`src/rtl/alu_pkg.sv`:
```
// Shared RV32 ALU definitions: operand width, funct encodings and the operation bundle.
package alu_pkg;
  localparam int XLEN    = 32;
  localparam int NUM_REQ = 2;

  // funct[2:0] selects the operation class, funct[3] picks SUB / SRA
  typedef enum logic [3:0] {
    FN_ADD  = 4'b0000,
    FN_SLL  = 4'b0001,
    FN_SLT  = 4'b0010,
    FN_SLTU = 4'b0011,
    FN_XOR  = 4'b0100,
    FN_SRL  = 4'b0101,
    FN_OR   = 4'b0110,
    FN_AND  = 4'b0111,
    FN_SUB  = 4'b1000,
    FN_SRA  = 4'b1101
  } funct_e;

  typedef struct packed {
    logic [XLEN-1:0] lhs;
    logic [XLEN-1:0] rhs;
    logic [3:0]      funct;
  } alu_op_t;
endpackage

```
`src/rtl/alu_arbiter_if.sv`:
```
// Request/response bundle between the two ALU requesters and the shared ALU arbiter.
interface alu_arbiter_if #(parameter int TAG_W = 4);
  import alu_pkg::*;
  logic [NUM_REQ-1:0] req_valid;
  logic [NUM_REQ-1:0] req_ready;
  logic [XLEN-1:0]    req_lhs0, req_lhs1;
  logic [XLEN-1:0]    req_rhs0, req_rhs1;
  logic [3:0]         req_funct0, req_funct1;
  logic [TAG_W-1:0]   req_tag0, req_tag1;
  logic [NUM_REQ-1:0] rsp_valid;
  logic [NUM_REQ-1:0] rsp_ready;
  logic [XLEN-1:0]    rsp_data;
  logic [TAG_W-1:0]   rsp_tag;

  modport master (
    output req_valid, req_lhs0, req_lhs1, req_rhs0, req_rhs1,
           req_funct0, req_funct1, req_tag0, req_tag1, rsp_ready,
    input  req_ready, rsp_valid, rsp_data, rsp_tag
  );
  modport slave (
    input  req_valid, req_lhs0, req_lhs1, req_rhs0, req_rhs1,
           req_funct0, req_funct1, req_tag0, req_tag1, rsp_ready,
    output req_ready, rsp_valid, rsp_data, rsp_tag
  );
endinterface

```
`src/rtl/alu_arbiter_alu.sv`:
```
// Team RV32 integer ALU, purely combinational.
module alu_arbiter_alu
  import alu_pkg::*;
(
  input  logic [XLEN-1:0] lhs,
  input  logic [XLEN-1:0] rhs,
  input  logic [3:0]      funct,
  output logic [XLEN-1:0] y
);
  logic [4:0] shamt;
  assign shamt = rhs[4:0];

  always_comb begin
    y = '0;
    unique case (funct[2:0])
      3'b000: y = funct[3] ? lhs - rhs : lhs + rhs;
      3'b001: y = lhs << shamt;
      3'b010: y = {{(XLEN-1){1'b0}}, $signed(lhs) < $signed(rhs)};
      3'b011: y = {{(XLEN-1){1'b0}}, lhs < rhs};
      3'b100: y = lhs ^ rhs;
      3'b101: y = funct[3] ? XLEN'($signed(lhs) >>> shamt) : lhs >> shamt;
      3'b110: y = lhs | rhs;
      3'b111: y = lhs & rhs;
      default: y = '0;
    endcase
  end
endmodule

```
`src/rtl/alu_arbiter.sv`:
```
// Round-robin arbiter sharing one ALU between two requesters; single tagged result register.
module alu_arbiter
  import alu_pkg::*;
#(
  parameter int TAG_W   = 4,
  parameter bit RR_INIT = 1'b0
) (
  input logic         clk,
  input logic         rst_n,
  alu_arbiter_if.slave bus
);
  alu_op_t [NUM_REQ-1:0]            req_op;
  logic    [NUM_REQ-1:0][TAG_W-1:0] req_tag;
  alu_op_t                          issue_op;
  logic    [NUM_REQ-1:0]            grant;
  logic    [XLEN-1:0]               alu_y, out_data;
  logic    [TAG_W-1:0]              out_tag;
  logic                             out_valid, out_owner, prio, free, sel;

  assign req_op[0]  = '{lhs: bus.req_lhs0, rhs: bus.req_rhs0, funct: bus.req_funct0};
  assign req_op[1]  = '{lhs: bus.req_lhs1, rhs: bus.req_rhs1, funct: bus.req_funct1};
  assign req_tag[0] = bus.req_tag0;
  assign req_tag[1] = bus.req_tag1;

  // Slot frees when its holder consumes it, so drain and refill share a cycle
  assign free = !out_valid || bus.rsp_ready[out_owner];

  always_comb begin
    grant = '0;
    if (free) grant = (&bus.req_valid) ? (prio ? 2'b10 : 2'b01) : bus.req_valid;
  end

  assign sel      = grant[1];
  assign issue_op = req_op[sel];

  alu_arbiter_alu u_alu (
    .lhs   (issue_op.lhs),
    .rhs   (issue_op.rhs),
    .funct (issue_op.funct),
    .y     (alu_y)
  );

  always_ff @(posedge clk or negedge rst_n) begin
    if (!rst_n) begin
      out_valid <= 1'b0;
      out_owner <= 1'b0;
      out_data  <= '0;
      out_tag   <= '0;
      prio      <= RR_INIT;
    end else if (|grant) begin
      out_valid <= 1'b1;
      out_owner <= sel;
      out_data  <= alu_y;
      out_tag   <= req_tag[sel];
      prio      <= !sel;
    end else if (free) begin
      out_valid <= 1'b0;
    end
  end

  assign bus.req_ready = rst_n ? grant : '0;
  assign bus.rsp_valid = {out_valid && out_owner, out_valid && !out_owner};
  assign bus.rsp_data  = out_data;
  assign bus.rsp_tag   = out_tag;
endmodule

```
`src/flat_wrapper.sv`:
```
// flat-port wrapper written by rule: the top's interface ports become plain ports
module alu_arbiter_flat import alu_pkg::*;
#(
  parameter int TAG_W   = 4,
  parameter bit RR_INIT = 1'b0
)
  (clk, rst_n, bus_req_valid, bus_req_lhs0, bus_req_lhs1, bus_req_rhs0, bus_req_rhs1, bus_req_funct0, bus_req_funct1, bus_req_tag0, bus_req_tag1, bus_rsp_ready, bus_req_ready, bus_rsp_valid, bus_rsp_data, bus_rsp_tag);
  alu_arbiter_if #(.TAG_W(TAG_W)) bus_i ();
  input logic clk;
  input logic rst_n;
  input wire logic [$bits(bus_i.req_valid)-1:0] bus_req_valid;
  input wire logic [$bits(bus_i.req_lhs0)-1:0] bus_req_lhs0;
  input wire logic [$bits(bus_i.req_lhs1)-1:0] bus_req_lhs1;
  input wire logic [$bits(bus_i.req_rhs0)-1:0] bus_req_rhs0;
  input wire logic [$bits(bus_i.req_rhs1)-1:0] bus_req_rhs1;
  input wire logic [$bits(bus_i.req_funct0)-1:0] bus_req_funct0;
  input wire logic [$bits(bus_i.req_funct1)-1:0] bus_req_funct1;
  input wire logic [$bits(bus_i.req_tag0)-1:0] bus_req_tag0;
  input wire logic [$bits(bus_i.req_tag1)-1:0] bus_req_tag1;
  input wire logic [$bits(bus_i.rsp_ready)-1:0] bus_rsp_ready;
  output wire logic [$bits(bus_i.req_ready)-1:0] bus_req_ready;
  output wire logic [$bits(bus_i.rsp_valid)-1:0] bus_rsp_valid;
  output wire logic [$bits(bus_i.rsp_data)-1:0] bus_rsp_data;
  output wire logic [$bits(bus_i.rsp_tag)-1:0] bus_rsp_tag;
  assign bus_i.req_valid = bus_req_valid;
  assign bus_i.req_lhs0 = bus_req_lhs0;
  assign bus_i.req_lhs1 = bus_req_lhs1;
  assign bus_i.req_rhs0 = bus_req_rhs0;
  assign bus_i.req_rhs1 = bus_req_rhs1;
  assign bus_i.req_funct0 = bus_req_funct0;
  assign bus_i.req_funct1 = bus_req_funct1;
  assign bus_i.req_tag0 = bus_req_tag0;
  assign bus_i.req_tag1 = bus_req_tag1;
  assign bus_i.rsp_ready = bus_rsp_ready;
  assign bus_req_ready = bus_i.req_ready;
  assign bus_rsp_valid = bus_i.rsp_valid;
  assign bus_rsp_data = bus_i.rsp_data;
  assign bus_rsp_tag = bus_i.rsp_tag;
  alu_arbiter #(.TAG_W(TAG_W), .RR_INIT(RR_INIT)) u_core (.clk(clk), .rst_n(rst_n), .bus(bus_i));
endmodule
```
`config.mk`:
```
export PLATFORM = sky130hd
export DESIGN_NAME = alu_arbiter_flat
export DESIGN_NICKNAME = d
export VERILOG_FILES = /design/src/rtl/alu_pkg.sv /design/src/rtl/alu_arbiter_if.sv /design/src/rtl/alu_arbiter_alu.sv /design/src/rtl/alu_arbiter.sv /design/src/flat_wrapper.sv
export SDC_FILE = /design/constraint.sdc
export NUM_CORES = 1
export LEC_CHECK = 0
export BUFFER_PORTS_ARGS = -buffer_cell sky130_fd_sc_hd__buf_4
export CAP_MARGIN = 10
export CORE_AREA = 2 2 201 144
export CTS_BUF_LIST = sky130_fd_sc_hd__clkbuf_16
export DETAILED_ROUTE_END_ITERATION = 12
export DIE_AREA = 0 0 203 146
export GPL_TIMING_DRIVEN = 0
export RECOVER_POWER = 50
export SYNTH_ARGS = -nofsm -noshare
export SYNTH_HDL_FRONTEND = slang
export SYNTH_HIERARCHICAL = 1
export SYNTH_SLANG_ARGS = --single-unit
export TNS_END_PERCENT = 5
```
`constraint.sdc`:
```
create_clock -name clk -period 5.42 [get_ports clk]
set_input_delay 0.271 -clock clk [delete_from_list [all_inputs] [get_ports clk]]
set_output_delay 0.271 -clock clk [all_outputs]
set_load 0.02 [all_outputs]
```
==> qor.tcl <==
set qor(outcome) {complete, but fails checks}
set qor(num_rows) 51
set qor(cts_root_buffer) {clkbuf_16}
set qor(place_hpwl_um) 51300
set qor(whs_endpoint) {u_core/out_valid}
set qor(wirelength_um) 63600
set qor(fin_ws_ns) -0.270
set qor(critical_path_buf_inv_count) 6
set qor(post_route_cells_drive_above_1_share) 0.231
set qor(register_area_share_after_synthesis) 0.0896
set qor(worstRegToRegCells) 15
set qor(setup.worst_path.class) {register to register}
set qor(reg2reg_slack_ns) -0.27
set qor(insertedDiodeCount) 0
set qor(timing.hold.ws_ns) 0.214
set qor(clk_latency_ns) 0.29
set qor(min_delay_path_depth) 3
set qor(die_area_um2) 29600
set qor(number_of_buffers_created_by_cts) 5
set qor(drt.antenna.violating_nets) 0
set qor(viasPerCell) 6.68
set qor(ffs_latches_synth) 39
set qor(finalHoldViolations) 0
set qor(drc_errors) 0
set qor(max_stage_delay_ns) 0.95
set qor(fin_util) 0.479
set qor(placedCellCount) 2068
set qor(timing.final.setup_violations) 4
set qor(synth.cell_area_um2) 10900
set qor(vias) 13866
set qor(period_minus_slack_ns) 5.69
set qor(dominantRegCellSynth) {dfrtp_1}
set qor(hold_class) {input pin to register}
set qor(report.final.slew_viol_count) 41
set qor(first_global_vias) 12996
set qor(tritoncts) {yes}
set qor(crit_required_ns) 5.60
set qor(cp-end-kind) {register}
set qor(drt_iter0_markers) 2012
set qor(cts_h_tree_depth) 2
set qor(drt_pass1_iterations) 7
set qor(power.share.sequential) 0.102
set qor(antenna_violations_before_repair) 4
set qor(worst_slew_margin_rel) -0.513
set qor(crit_path_cell_chain) {mux2i_4, a211o_1, buf_4, buf_6, mux2_2, clkbuf_1, inv_1, clkbuf_1, buf_1, o21ai_0, a21oi_1, nor2_1, o21ai_0, o211ai_1, mux2_2}
set qor(netlist-cell-type-count) 84
set qor(synth-edff-count) 0
set qor(grt_pass1_wl_um) 89500
set qor(setup.worst_path.start) {u_core/out_owner}
set qor(floorplan.die.width_um) 203
set qor(yosysWarnings) 6
set qor(globalRouteOverflowTotal) 0
set qor(p_int_uw) 2030
set qor(r2r_start) {u_core/out_owner}
set qor(synth_nets) 1757
set qor(global_route.usage.total) 0.415
set qor(max_cap_viol_count) 1
set qor(syn-mean-instance-area_um2) 7.22
set qor(cellLeakagePower_uw) 0.00597
set qor(synth_cells) 1508
set qor(regToRegEndpoint) {u_core/bus.rsp_data[13]}
set qor(delay_heaviest_family_cp) {buffers and inverters}
set qor(tightestPinTransition_ns) 2.27
set qor(fin_cells) 2075
set qor(worst_case_vdd_ir_drop_mv) 0.149
set qor(switchingPower_uw) 2930
set qor(final_net_count) 1953
set qor(clock_tree.buffer_depth) 2
set qor(io_buffers) 189
set qor(violations_in_the_final_reports) {max-capacitance violations, max-slew violations, negative setup slack}
set qor(layout_worst_path_cycle_share) 1.05
set qor(timing.hold.worst.start) {bus_req_valid[1]}
set qor(p_per_area_nw_per_um2) 376
set qor(path_max_fanout) 10
set qor(timing.critical_path.arrival_ns) 5.87
set qor(critical_path.slowest_cell) {buf_1}
set qor(floorplan.initialDensity) 0.396
set qor(worst_clock_skew_ns) 0.00654
set qor(cts.sinks) 39
set qor(rsz0062_at_grt) {yes}
set qor(boundaryPins) 190
set qor(critPathLaunchType) {register}
set qor(clk_pin_slew_worst_paths_ns) 0.06
set qor(wire_per_inst_um) 30.7
set qor(power.share.combinational) 0.831
set qor(power.clock.fraction) 0.067
set qor(area_delta_synth_final_pct) 20.8
set qor(netSwitchingFraction) 0.591
set qor(core-area_um2) 27500
set qor(largest_net_degree_at_the_start_of_global_routing) 41
set qor(die_h_um) 146
set qor(max_freq_ghz) 0.176
set qor(globalplace.congestion) 1.05
set qor(synthArstFlopShare) 1.00
through the flow:
stage / setup slack, ns / setup TNS (ns) / area (µm²) / power (µW)
3_3_place_gp: -1.70 / -33.03 / 12800 / 4340
4_1_cts: -0.0712 / -0.119 / 13100 / 4760
6_report: -0.270 / -0.419 / 13200 / 4960
5_1_grt: -0.126 / -0.435 / 13200 / 5130
2_1_floorplan: 0.101 / 0 / 10900 / 2850
3_5_place_dp: -1.79 / -34.24 / 12800 / 4350
flip-flops by register name (all words and copies together), names as in the netlist:
name                 cells
u_core/bus.rsp_data     32
u_core/bus.rsp_tag       4
u_core/out_owner         1
u_core/out_valid         1
u_core/prio              1
worst max-delay path by stage:
| stage | to | slack (ns) | cells after the start |
|---|---|---|---|
| 6_report | u_core/bus.rsp_data[13] | -0.27 | 15 |
| 5_1_grt | u_core/bus.rsp_data[26] | -0.13 | 18 |
| 3_5_place_dp | u_core/bus.rsp_data[22] | -1.79 | 19 |
| 3_3_place_gp | u_core/bus.rsp_data[22] | -1.70 | 19 |
| 2_1_floorplan | u_core/bus.rsp_data[26] | 0.10 | 20 |
| 4_1_cts | u_core/bus.rsp_data[22] | -0.07 | 17 |
kinds of logic (layout without fill, tap and decap cells):
kind of cell,count (synthesis),after routing,share of synthesized area
buffers and inverters,228,424,0.0819
adder cells (fa/ha/maj),99,99,0.115
XOR/XNOR,24,24,0.0193
AND/OR/NAND/NOR,390,390,0.159
multiplexers,214,214,0.227
flip-flops,39,39,0.0896
AO/OA/AOI/OAI,514,514,0.308
worst register-to-register path, stage by stage, from the launching register on:
cell      delay, ns
dfrtp_2        0.41
mux2i_4        0.31
a211o_1        0.16
buf_4          0.20
buf_6          0.20
mux2_2         0.34
clkbuf_1       0.33
inv_1          0.38
clkbuf_1       0.80
buf_1          0.95
o21ai_0        0.32
a21oi_1        0.20
nor2_1         0.05
o21ai_0        0.25
o211ai_1       0.31
mux2_2         0.35
cell usage after synthesis (7+ instances only):
cell type,instances,share of area
nor2_1,169,0.058
o21ai_0,149,0.068
a21oi_1,132,0.061
inv_1,113,0.039
nand2_1,102,0.035
mux2_2,101,0.10
ha_1,97,0.11
mux2i_1,91,0.084
clkbuf_1,78,0.027
dfrtp_1,39,0.090
o211ai_1,31,0.021
nor3_1,27,0.012
xnor2_1,21,0.017
a21o_1,20,0.014
buf_2,17,0.0078
nand2b_1,17,0.0098
buf_1,16,0.0055
a211o_1,15,0.012
a211oi_1,15,0.010
a221oi_1,15,0.012
nand3_1,15,0.0069
a31oi_1,14,0.0080
a22oi_1,13,0.0090
mux4_2,13,0.027
or3_1,11,0.0063
o221ai_1,10,0.0080
mux2_4,9,0.012
nor4_1,9,0.0052
a222oi_1,8,0.0074
and3_1,8,0.0046
nor2b_1,7,0.0040
o22ai_1,7,0.0040
final cells by class:
| cell class | count | area, µm² |
|---|---|---|
| fill | 2891 | 14300 |
| multi-input combinational | 1241 | 9200 |
| timing repair buffer | 193 | 1410 |
| sequential | 39 | 977 |
| buffer | 109 | 504 |
| tap | 371 | 464 |
| inverter | 115 | 443 |
| clock buffer | 5 | 125 |
| clock inverter | 2 | 33.8 |
cell usage in the layout (no fill, tap or decap), drive strengths merged, types with 5 or more instances in the layout:
cell type	netlist	final
nand2	103	103
mux2	110	110
inv	115	115
a31o	5	5
a31oi	14	14
nor2	169	169
o21bai	6	6
and3	8	8
dfrtp	39	39
nor4	10	10
a211oi	15	15
o22ai	7	7
nor2b	7	7
o211ai	31	31
o31ai	8	8
a211o	15	15
buf	35	216
or3	11	11
a21o	20	20
a222oi	8	8
o21ai	150	150
o221ai	10	10
o311ai	6	6
ha	97	97
xnor2	21	21
clkbuf	78	90
a21oi	133	133
a221oi	15	15
mux2i	91	91
nand2b	17	17
nor3	27	27
a22oi	13	13
o31a	5	5
nand3	15	15
mux4	13	13
layer usage:
layer,global-route usage,wire [µm],up-vias
li1,-,-,5909
met1,0.567,26200,6609
met2,0.596,25400,1137
met3,0.151,9200,201
met4,0.140,2740,10
met5,0.0162,116,-
repair_timing:
item	in CTS	in global routing
hold buffers	1	0
gates resized for setup	47	37
endpoints found under the setup margin	31	25
endpoints found under the hold margin	39	0
pin swaps	4	8
buffers inserted	2	1
power groups by stage:
stage | Clock (µW) | Combinational [µW] | Sequential, µW
6_report | 331 | 4120 | 504
5_1_grt | 350 | 4260 | 523
4_1_cts | 338 | 3910 | 505
3_5_place_dp | 0 | 3840 | 508
3_3_place_gp | 0 | 3850 | 498
2_1_floorplan | 0 | 2200 | 648
Note: power is estimated with default switching activity, not from simulation.
